[src/rtl/ysyx_25040129_hazard_ctrl_pkg.sv]
// Shared definitions for the decode->execute hazard controller: FSM encodings,
// the x0 index constant, the tracked-register default and the decode request bundle.
package ysyx_25040129_hazard_ctrl_pkg;

    localparam int unsigned NREG_DEF = 32;
    localparam int unsigned IDX_W    = 5;

    localparam logic [IDX_W-1:0] REG_X0 = '0;

    typedef enum logic [1:0] {
        ST_RUN   = 2'b00,
        ST_DRAIN = 2'b01,
        ST_DONE  = 2'b10
    } hc_state_e;

    // Register-usage view of the instruction waiting in decode
    typedef struct packed {
        logic [IDX_W-1:0] rs1_id;
        logic [IDX_W-1:0] rs2_id;
        logic [IDX_W-1:0] rd_id;
        logic             rs1_used;
        logic             rs2_used;
        logic             reg_write;
        logic             csr_write;
    } issue_req_t;

    // x0 is hardwired to zero, so it never carries a dependency
    function automatic logic idx_live(input logic [IDX_W-1:0] idx);
        return idx != REG_X0;
    endfunction

endpackage

[src/rtl/ysyx_25040129_sb_cnt.sv]
// Per-register in-flight write counter: saturating up/down with an underflow flag.
// Simultaneous inc and dec leave the count unchanged.
module ysyx_25040129_sb_cnt #(
    parameter int unsigned CNT_W = 2
) (
    input  logic             clk,
    input  logic             rst,
    input  logic             inc,
    input  logic             dec,
    output logic [CNT_W-1:0] cnt,
    output logic             udf_c
);

    localparam logic [CNT_W-1:0] CNT_MAX = {CNT_W{1'b1}};

    always_ff @(posedge clk or posedge rst) begin
        if (rst) begin
            cnt <= '0;
        end else if (inc && !dec && (cnt != CNT_MAX)) begin
            cnt <= cnt + CNT_W'(1);
        end else if (dec && !inc && (cnt != '0)) begin
            cnt <= cnt - CNT_W'(1);
        end
    end

    // A retire against an empty counter is a bookkeeping error upstream
    assign udf_c = dec && !inc && (cnt == '0);

endmodule

[src/rtl/ysyx_25040129_hazard_ctrl.sv]
// Scoreboard issue controller between decode and execute: RAW/WAW/CSR gating and drain FSM.
// Optional stall statistic enabled by defining YSYX_25040129_HAZARD_STAT_EN.
module ysyx_25040129_hazard_ctrl
    import ysyx_25040129_hazard_ctrl_pkg::*;
#(
    parameter int unsigned NREG   = NREG_DEF,
    parameter int unsigned CNT_W  = 2,
    parameter int unsigned INFL_W = 4
) (
    input  logic              clk,
    input  logic              rst,
    input  logic              idu_valid_in,
    output logic              idu_ready_out,
    output logic              exu_valid_out,
    input  logic              exu_ready_in,
    input  logic [IDX_W-1:0]  rs1_id,
    input  logic [IDX_W-1:0]  rs2_id,
    input  logic              rs1_used,
    input  logic              rs2_used,
    input  logic [IDX_W-1:0]  rd_id,
    input  logic              reg_write_in,
    input  logic              csr_write_in,
    input  logic              wb_valid,
    input  logic [IDX_W-1:0]  wb_rd,
    input  logic              wb_reg_write,
    input  logic              wb_csr_write,
    input  logic              drain_req,
    output logic              drain_done,
    output logic              hazard,
    output logic [INFL_W-1:0] inflight,
    output logic              sb_err,
    output logic [31:0]       stall_cycles
);

    localparam logic [CNT_W-1:0]  CNT_MAX  = {CNT_W{1'b1}};
    localparam logic [INFL_W-1:0] INFL_MAX = {INFL_W{1'b1}};

    issue_req_t        req;
    hc_state_e         state;
    hc_state_e         state_nxt;
    logic              blk_state;
    logic              blk;
    logic              issue;
    logic              inc;
    logic              dec;
    logic              dec_ok;
    logic              raw1;
    logic              raw2;
    logic              waw_full;
    logic              tot_full;
    logic              csr_pending;
    logic              sb_err_q;
    logic [INFL_W-1:0] inflight_q;

    logic [CNT_W-1:0]  cnt [NREG];
    logic [NREG-1:1]   inc_vec;
    logic [NREG-1:1]   dec_vec;
    logic [NREG-1:1]   udf_vec;

    assign req = '{rs1_id:    rs1_id,
                   rs2_id:    rs2_id,
                   rd_id:     rd_id,
                   rs1_used:  rs1_used,
                   rs2_used:  rs2_used,
                   reg_write: reg_write_in,
                   csr_write: csr_write_in};

    // Hazard looks only at registered state; a retiring write unblocks one cycle later
    assign raw1     = req.rs1_used && idx_live(req.rs1_id) && (cnt[req.rs1_id] != '0);
    assign raw2     = req.rs2_used && idx_live(req.rs2_id) && (cnt[req.rs2_id] != '0);
    assign waw_full = req.reg_write && idx_live(req.rd_id) && (cnt[req.rd_id] == CNT_MAX);
    assign tot_full = req.reg_write && idx_live(req.rd_id) && (inflight_q == INFL_MAX);
    assign hazard   = raw1 || raw2 || waw_full || tot_full || csr_pending;

    assign blk           = hazard || blk_state;
    assign exu_valid_out = idu_valid_in && !blk;
    assign idu_ready_out = exu_ready_in && !blk;
    assign issue         = idu_valid_in && exu_ready_in && !blk;

    assign inc = issue && req.reg_write && idx_live(req.rd_id);
    assign dec = wb_valid && wb_reg_write && idx_live(wb_rd);

    // A retire only reduces the total if its register counter actually held a write
    assign dec_ok = dec && ((cnt[wb_rd] != '0) || (inc && (req.rd_id == wb_rd)));

    always_comb begin
        inc_vec = '0;
        dec_vec = '0;
        for (int unsigned i = 1; i < NREG; i++) begin
            inc_vec[i] = inc && (req.rd_id == IDX_W'(i));
            dec_vec[i] = dec && (wb_rd == IDX_W'(i));
        end
    end

    assign cnt[0] = '0;

    generate
        for (genvar g = 1; g < NREG; g++) begin : g_cnt
            ysyx_25040129_sb_cnt #(
                .CNT_W (CNT_W)
            ) u_cnt (
                .clk   (clk),
                .rst   (rst),
                .inc   (inc_vec[g]),
                .dec   (dec_vec[g]),
                .cnt   (cnt[g]),
                .udf_c (udf_vec[g])
            );
        end
    endgenerate

    always_ff @(posedge clk or posedge rst) begin
        if (rst) begin
            inflight_q <= '0;
        end else if (inc && !dec_ok) begin
            inflight_q <= inflight_q + INFL_W'(1);
        end else if (!inc && dec_ok) begin
            inflight_q <= inflight_q - INFL_W'(1);
        end
    end

    assign inflight = inflight_q;

    // CSR retire wins over a new CSR issue in the same cycle
    always_ff @(posedge clk or posedge rst) begin
        if (rst) begin
            csr_pending <= 1'b0;
        end else if (wb_valid && wb_csr_write) begin
            csr_pending <= 1'b0;
        end else if (issue && req.csr_write) begin
            csr_pending <= 1'b1;
        end
    end

    always_ff @(posedge clk or posedge rst) begin
        if (rst) begin
            sb_err_q <= 1'b0;
        end else if (|udf_vec) begin
            sb_err_q <= 1'b1;
        end
    end

    assign sb_err = sb_err_q;

    always_ff @(posedge clk or posedge rst) begin
        if (rst) begin
            state <= ST_RUN;
        end else begin
            state <= state_nxt;
        end
    end

    always_comb begin
        state_nxt = ST_RUN;
        case (state)
            ST_RUN:   state_nxt = drain_req ? ST_DRAIN : ST_RUN;
            ST_DRAIN: state_nxt = ((inflight_q == '0) && !csr_pending) ? ST_DONE : ST_DRAIN;
            ST_DONE:  state_nxt = ST_RUN;
            default:  state_nxt = ST_RUN;
        endcase
    end

    // Issue is blocked everywhere except RUN; an illegal code blocks until it recovers
    always_comb begin
        blk_state  = 1'b1;
        drain_done = 1'b0;
        case (state)
            ST_RUN:   blk_state  = 1'b0;
            ST_DRAIN: blk_state  = 1'b1;
            ST_DONE:  drain_done = 1'b1;
            default:  blk_state  = 1'b1;
        endcase
    end

`ifdef YSYX_25040129_HAZARD_STAT_EN
    logic [31:0] stall_q;

    always_ff @(posedge clk or posedge rst) begin
        if (rst) begin
            stall_q <= '0;
        end else if (idu_valid_in && blk) begin
            stall_q <= stall_q + 32'd1;
        end
    end

    assign stall_cycles = stall_q;
`else
    assign stall_cycles = '0;
`endif

endmodule

[config.mk]
export PLATFORM = sky130hd
export DESIGN_NAME = ysyx_25040129_hazard_ctrl
export DESIGN_NICKNAME = d
export VERILOG_FILES = /design/src/rtl/ysyx_25040129_hazard_ctrl_pkg.sv /design/src/rtl/ysyx_25040129_sb_cnt.sv /design/src/rtl/ysyx_25040129_hazard_ctrl.sv
export SDC_FILE = /design/constraint.sdc
export NUM_CORES = 1
export LEC_CHECK = 0
export ABC_AREA = 1
export CAP_MARGIN = 25
export CORE_MARGIN = 2
export CORE_UTILIZATION = 50
export DETAILED_ROUTE_END_ITERATION = 7
export HOLD_SLACK_MARGIN = 0.05
export PLACE_DENSITY = 0.75
export SETUP_SLACK_MARGIN = 0.15
export SLEW_MARGIN = 20
export SYNTH_ARGS = -nofsm -noshare
export SYNTH_HDL_FRONTEND = slang
export SYNTH_SLANG_ARGS = --single-unit
[constraint.sdc]
create_clock -name clk -period 3.25 [get_ports clk]
set_clock_uncertainty 0.05 [all_clocks]
set_input_delay 0.4875 -clock clk [delete_from_list [all_inputs] [get_ports clk]]
set_output_delay 0.4875 -clock clk [all_outputs]
set_load 0.01 [all_outputs]
**After elaboration in Yosys (flattened, before gate mapping)**

Cells that the tools add are included.

- Bits in registers: 70
- Output and inout port bits: 41
- Word-level logic and storage cells: 704

- $add $sub $neg: 64
- Order comparisons: 4
- Equal/unequal tests: 98
- Mux-type cells: 83
- Bitwise operators: 4
- Reductions and logical operators: 416

Operator list:

| kind | count |
|---|---|
| $logic_and A1 B1 Y1 | 239 |
| $eq A5 B5 Y1 const B | 32 |
| $mux W2 | 71 |
| $reduce_bool A2 Y1 | 67 |
| $eq A5 B4 Y1 const B | 16 |
| $logic_not A1 Y1 | 66 |
| $logic_not A2 Y1 | 32 |
| $add A2 B1 Y2 const B | 31 |
| $ne A2 B2 Y1 const B | 31 |
| $sub A2 B1 Y2 const B | 31 |
| $bmux W2 S5 | 4 |
| $eq A5 B3 Y1 const B | 8 |
| $reduce_or A31 Y1 | 1 |
| $ge A6 B6 Y1 const B | 4 |
| $not A5 Y6 | 4 |
| $eq A5 B2 Y1 const B | 4 |
| $reduce_bool A5 Y1 | 4 |
| $eq A5 B1 Y1 const B | 2 |
| $mux W4 | 2 |
| $logic_or A1 B1 Y1 | 6 |
| $eq A5 B5 Y1 | 1 |
| $mux W1 | 5 |
| $add A4 B1 Y4 const B | 1 |
| $eq A2 B2 Y1 const B | 2 |
| 5 further kinds | 5 |

**Longest topological paths before layout**

- Word-level depth: 21
- Gate-level depth with buffers: 27
- Mapped depth without buffers: 25

**Modules after synthesis**

Synthesis repeated with hierarchy kept, for this count alone.

- Cells, all modules: 1340
- Area, all modules: 7437.1 um2

Modules (own cells, without submodules):

| module | instances | cells an instance | area an instance (um2) | sequential area each (um2) |
|---|---|---|---|---|
| ysyx_25040129_sb_cnt | 31 | 23 | 135.1 | 50.0 |
| ysyx_25040129_hazard_ctrl | 1 | 627 | 3248.1 | 200.2 |

**Least setup slack after synthesis**

No wires, ideal clock.

- Kind: input-to-reg
- From: input rd_id[0]
- To: register inflight_q[3], in the netlist inflight[3]
- Arrival time: 3.176 ns
- Data required time: 3.072 ns
- Slack: -0.103 ns
- Stages: 25
- Path through: buf_4 inv_2 buf_2 nand3_1 nand2_1 nor2_1 nor2_1 nor2_1 nand2_1 nand3_1 nand3_1 nand2_1 nand3_4 nor4_1 a32o_1 nand2_1 ha_1 inv_1 ha_1 a21o_1 a21oi_1 nand2_1 nand2_1 nor2_1 xor2_1

- Cells in the longest elaborated chain, start to end: 20
- Elaborated cells between the ends (all ways): 27
- Those cells by class: 2 x eq/ne; 4 x mux; 1 x bitwise; 20 x reduce/logical

Ends and longest elaborated chain:

| what | line | text |
|---|---|---|
| start: declaration | ysyx_25040129_hazard_ctrl.sv:20 | `input logic [IDX_W-1:0] rd_id,` |
| $not A5 Y6 (implied by the code) | ysyx_25040129_hazard_ctrl.sv:71 | `assign waw_full = req.reg_write && idx_live(req.rd_id) && (cnt[req.rd_id] == CNT_MAX);` |
| $bmux W2 S5 | ysyx_25040129_hazard_ctrl.sv:71 |  |
| $mux W2 (implied by the code) (2 in series) | ysyx_25040129_hazard_ctrl.sv:71 |  |
| $eq A2 B2 Y1 | ysyx_25040129_hazard_ctrl.sv:71 |  |
| $logic_and A1 B1 Y1 | ysyx_25040129_hazard_ctrl.sv:71 |  |
| $logic_or A1 B1 Y1 | ysyx_25040129_hazard_ctrl.sv:73 | `assign hazard = raw1 \|\| raw2 \|\| waw_full \|\| tot_full \|\| csr_pending;` |
| $logic_or A1 B1 Y1 * (2 in series) | ysyx_25040129_hazard_ctrl.sv:73 |  |
| net hazard | ysyx_25040129_hazard_ctrl.sv:29 | `output logic hazard,` |
| (+2 left out) | n/a |  |
| $logic_and A1 B1 Y1 * | ysyx_25040129_hazard_ctrl.sv:78 | `assign issue = idu_valid_in && exu_ready_in && !blk;` |
| $logic_and A1 B1 Y1 * (2 in series) | ysyx_25040129_hazard_ctrl.sv:80 | `assign inc = issue && req.reg_write && idx_live(req.rd_id);` |
| $logic_and A1 B1 Y1 | ysyx_25040129_hazard_ctrl.sv:84 | `assign dec_ok = dec && ((cnt[wb_rd] != '0) \|\| (inc && (req.rd_id == wb_rd)));` |
| $logic_or A1 B1 Y1 | ysyx_25040129_hazard_ctrl.sv:84 |  |
| $logic_and A1 B1 Y1 | ysyx_25040129_hazard_ctrl.sv:84 |  |
| $logic_not A1 Y1 | ysyx_25040129_hazard_ctrl.sv:115 | `end else if (inc && !dec_ok) begin` |
| $logic_and A1 B1 Y1 | ysyx_25040129_hazard_ctrl.sv:115 |  |
| $mux W4 or $reduce_bool A2 Y1 (tied branches) | n/a |  |
| end signal: assignment | ysyx_25040129_hazard_ctrl.sv:116 | `inflight_q <= inflight_q + INFL_W'(1);` |
| end signal: assignment | ysyx_25040129_hazard_ctrl.sv:118 | `inflight_q <= inflight_q - INFL_W'(1);` |
| end: declaration | ysyx_25040129_hazard_ctrl.sv:53 | `logic [INFL_W-1:0] inflight_q;` |

Mark *: on every way through the listed nets, which the timed path passes. The rest lies on a longest branch. The select of a mux whose other input is x is not followed.
A chain may end at the register's enable or synchronous reset.

**Final worst setup path**

- From: register g_cnt[22].u_cnt.cnt[0]
- To: register inflight_q[3], in the netlist inflight[3]

- Cells in the longest elaborated chain, start to end: 20
- Elaborated cells between the ends (all ways): 37
- Those cells by class: 1 x eq/ne; 13 x mux; 23 x reduce/logical

Ends and longest elaborated chain:

| what | line | text |
|---|---|---|
| start: declaration | ysyx_25040129_sb_cnt.sv:10 | `output logic [CNT_W-1:0] cnt,` |
| start signal: assignment | ysyx_25040129_sb_cnt.sv:20 | `cnt <= cnt + CNT_W'(1);` |
| start signal: assignment | ysyx_25040129_sb_cnt.sv:22 | `cnt <= cnt - CNT_W'(1);` |
| $bmux W2 S5, on equally long branches | ysyx_25040129_hazard_ctrl.sv:69, ysyx_25040129_hazard_ctrl.sv:70 |  |
| $mux W2, on equally long branches (2 in series) | ysyx_25040129_hazard_ctrl.sv:69, ysyx_25040129_hazard_ctrl.sv:70 |  |
| $reduce_bool A2 Y1, on equally long branches | ysyx_25040129_hazard_ctrl.sv:69, ysyx_25040129_hazard_ctrl.sv:70 |  |
| $logic_and A1 B1 Y1, on equally long branches | ysyx_25040129_hazard_ctrl.sv:69, ysyx_25040129_hazard_ctrl.sv:70 |  |
| $logic_or A1 B1 Y1 (4 in series) | ysyx_25040129_hazard_ctrl.sv:73 |  |
| $logic_or A1 B1 Y1 | ysyx_25040129_hazard_ctrl.sv:75 | `assign blk = hazard \|\| blk_state;` |
| $logic_not A1 Y1 | ysyx_25040129_hazard_ctrl.sv:78 |  |
| $logic_and A1 B1 Y1 | ysyx_25040129_hazard_ctrl.sv:78 |  |
| $logic_and A1 B1 Y1 (2 in series) | ysyx_25040129_hazard_ctrl.sv:80 |  |
| $logic_and A1 B1 Y1 | ysyx_25040129_hazard_ctrl.sv:84 |  |
| $logic_or A1 B1 Y1 | ysyx_25040129_hazard_ctrl.sv:84 |  |
| $logic_and A1 B1 Y1 | ysyx_25040129_hazard_ctrl.sv:84 |  |
| $logic_not A1 Y1 | ysyx_25040129_hazard_ctrl.sv:115 |  |
| $logic_and A1 B1 Y1 | ysyx_25040129_hazard_ctrl.sv:115 |  |
| $mux W4 or $reduce_bool A2 Y1 (tied branches) | n/a |  |

Parallel ways exist; a longest one is shown, timed or not. The select of a mux whose other input is x is not followed.

==> summary.md <==
| Metric | Value |
|---|---|
| Die Wd | 116 um |
| Final core occ | 70.6% |
| Crit path required time | approximately 3400 ps |
| Number of max-cap violations | 0 |
| Final Hold Fails | 0 |
| Clk buf depth | 2 |
| Clock Sinks | 70 |
| Post-synthesis async set-or-reset flop share | between 90% and 100% |
| Top-count cell post-synth | nand2_1 |
| Std cell rows | 41 |
| Aggregate routed wire length | 24,100 um |
| Mean Syn Cell Area | roughly 6.2 um^2 |
| First-pass iteration count of the detailed router | 5 |
| Die area | 13,600 um^2 |
| Post-synth top cells | nand2_1, nor2_1, inv_1, nand3_1, dfrtp_1 |
| Clk root buf | clkbuf_16 |
| GR Util All Layers | between 30% and 40% |
| Top delay family on crit path | simple AND/OR/NAND/NOR gates |
| Total CTS buffers | 9 |
| Primary FF master, synth | dfrtp_1 |
| Design area | 8800 um^2 |
| Slowest-stage cell, CP | dfrtp_1 |
| DP HPWL | approximately 18,000 um |
| Max Freq | 0.320 GHz |
| Unique cell type count in the Yosys netlist | 45 |
| Post-DP Area | 8150 um^2 |
| Arrival time at the worst endpoint | between 3000 and 4000 ps |
| Die height | 116 um |
| Post-route ant nets | 0 |
| Pwr per Cell Area | about 420 nW/um^2 |
| RR Startpoint | g_cnt[22].u_cnt.cnt[0]$_DFFE_PP0P_ |
| Core area | ~12,000 um^2 |
| Area share of the largest cell type after synthesis | 27.7% |
| VDD IR-drop max | around 0.00043 V |
| Mapped Cells | ~1,000 |
| Initial Utilization | between 50% and 60% |
| CTS H-tree lvls | 3 |
| Transition time of the tightest slew-check pin | 543 ps |
| Yosys reg bits | 70 |
| Min Tclk post-route | 3120 ps |
| Largest stage delay, worst path | 400 ps |
| Boundary Pins | 73 |
| Vias | 7,909 |
| Outcome | finished clean |
| Final setup violation count | 0 |
| # hold bufs at CTS | 0 |
| Post-synthesis sequential area ratio | 27.7% |
| Yosys warns | 0 |
| CP bufs+invs | 6 |
| Worst-Skew Late Latency | 350 ps |
| Iteration-0 DRC count of the detailed router | roughly 850 |
| Critical Path Source | g_cnt[22].u_cnt.cnt[0]$_DFFE_PP0P_ |
| Placed cells | 1,388 |
| First-pass GRT wire length | 36,400 um |
| Critical path fanouts, max | 3 |
| CP cell instances | inv_1 > nand2_1 > a21oi_1 > nand3_1 > nand3_1 > nand2_1 > nand2_1 > nand2_1 > a21oi_2 > nand3_4 > nor4_4 > buf_4 > buf_4 > buf_6 > ha_4 > inv_4 > buf_4 > ha_4 > a21oi_2 > nand2_1 > nand2_1 > nor2_1 > xor2_1 |
| Hold wc startpoint | g_cnt[24].u_cnt.cnt[0]$_DFFE_PP0P_ |
| Mapped Area | 6320 um^2 |
| Global route total overflow | 0 |
| Worst-path clk slew | 60 ps |
| Leak | 0.00437 uW |
| RSZ-0062 raised after global routing | yes |
| Part of the cycle the worst path needs | 96.0% |
| Diodes inserted | 0 |
| Max-slew violations | 0 |
| CP Class | reg2reg |
| Largest net degree at the start of global routing | 71 |
| Critical Path Start Type | flop |
| Vias per inst | between 5 and 6 |
| Layout cells sized above 1 | 23.9% |
| GP Congestion | between 1 and 1.5 |
| Nets | 1,281 |
| Vias in the first global route | 7,296 |
| Synth top area cells | dfrtp_1, nand2_1, nor2_1, nand3_1, inv_1 |
| Hold WS | 448 ps |
| Post-route DRC | 0 |
| Hold Crit Class | reg2reg |
| Critical path endpoint category | flop |
| Number of enable flip-flop cells after synthesis | 0 |
| CTS tree | built |
| Final setup TNS | 0 ps |
| Cell taking the most area after synthesis | dfrtp_1 |
| CP dominant cell by count | nand2_1 |
| Initial antenna violation count | 0 |
| Fin cells | 1,422 |
| Port-buffer cells | 40 |
| Post-DR wirelength/cell | 16.9 um |
| Area delta synth->final | 39.1% |
| Relative slew slack | a little under two thirds |
## power by group
part | internal, uW | leakage (uW) | switching [uW]
registers | 987 | 0.000949 | 120
logic | 727 | 0.00329 | 895
clock network | 533 | 0.000132 | 390
## logic make-up (layout without fill, tap and decap cells)
family | Yosys count | count (layout) | share of synthesized area, %
compound gates | 152 | 152 | 14.2
flops | 70 | 70 | 27.7
other cells | 1 | 32 | 0.0593
simple gates | 602 | 602 | 40.8
xor+xnor | 34 | 34 | 4.71
fa+ha+maj | 4 | 4 | 0.910
buf+inv | 160 | 356 | 11.7
## worst paths after layout
check	end	depth (start not counted)	slack, ps
max in group asynchronous	g_cnt[16].u_cnt.cnt[1]$_DFFE_PP0P_	3	2340
hold / removal	g_cnt[24].u_cnt.cnt[0]$_DFFE_PP0P_	1	450
setup / recovery	inflight[3]$_DFFE_PP0P_	23	130
min in group asynchronous	g_cnt[27].u_cnt.cnt[0]$_DFFE_PP0P_	3	480
hold reg to reg	g_cnt[24].u_cnt.cnt[0]$_DFFE_PP0P_	1	450
setup reg to reg	inflight[3]$_DFFE_PP0P_	23	130
## state kept, by name, indices dropped and copies added (netlist names)
name / cells
csr_pending: 1
state: 2
inflight: 4
sb_err: 1
g_cnt.u_cnt.cnt: 62
## timing repair
| item | in CTS | in global routing |
|---|---|---|
| setup buffers | 3 | 12 |
| resized for setup | 55 | 56 |
| pin swaps | 11 | 21 |
| gates cloned | 0 | 3 |
| setup endpoints to repair | 19 | 6 |
## stage by stage
step                      power [uW]  worst slack [ps]
after detailed placement        2560              -706
after floorplan                 1820              25.6
after global routing            3820              14.5
after global placement          2540              -598
after CTS                       3510               150
final                           3650               129
## worst reg2reg max path, stage by stage (launching register included)
cell,delay (ps)
dfrtp_1,400
inv_1,90
nand2_1,130
a21oi_1,180
nand3_1,90
nand3_1,80
nand2_1,50
nand2_1,50
nand2_1,60
a21oi_2,210
nand3_4,110
nor4_4,180
buf_4,160
buf_4,100
buf_6,90
ha_4,140
inv_4,40
buf_4,130
ha_4,210
a21oi_2,150
nand2_1,60
nand2_1,60
nor2_1,50
xor2_1,140
## layer usage
| layer | part of all wire (%) | GRT usage (%) | routed length [um] | up-vias |
|---|---|---|---|---|
| met5 | 0 | 0 | 0 | - |
| met4 | 6.3 | 22.5 | 1510 | 0 |
| met3 | 8.4 | 6.02 | 2030 | 112 |
| met2 | 46 | 56.7 | 11000 | 455 |
| met1 | 40 | 44.4 | 9560 | 3626 |
| li1 | - | - | - | 3716 |
## cell usage in the layout (no fill, tap or decap), types with 15 or more instances in the layout
master           instances
nand3_1                 68
o21ai_1                 17
nand4_1                 27
clkdlybuf4s50_1         23
o21ai_0                 37
conb_1                  32
xor2_1                  32
buf_4                  178
a21oi_1                 41
inv_1                   90
o21bai_1                16
nor3_1                  26
dfrtp_1                 70
nand2_1                279
nor2_1                 132
nor2_2                  15
## final cells by class
class	instances	area [um^2]
inverters	107	410
clock inverters	4	22.5
well taps	172	215
multi-input cells	824	4190
clock buffers	12	246
fillers	1117	3670
repair buffers	233	1970
flip-flops and latches	70	1750
(Power assumes the default switching activity.)
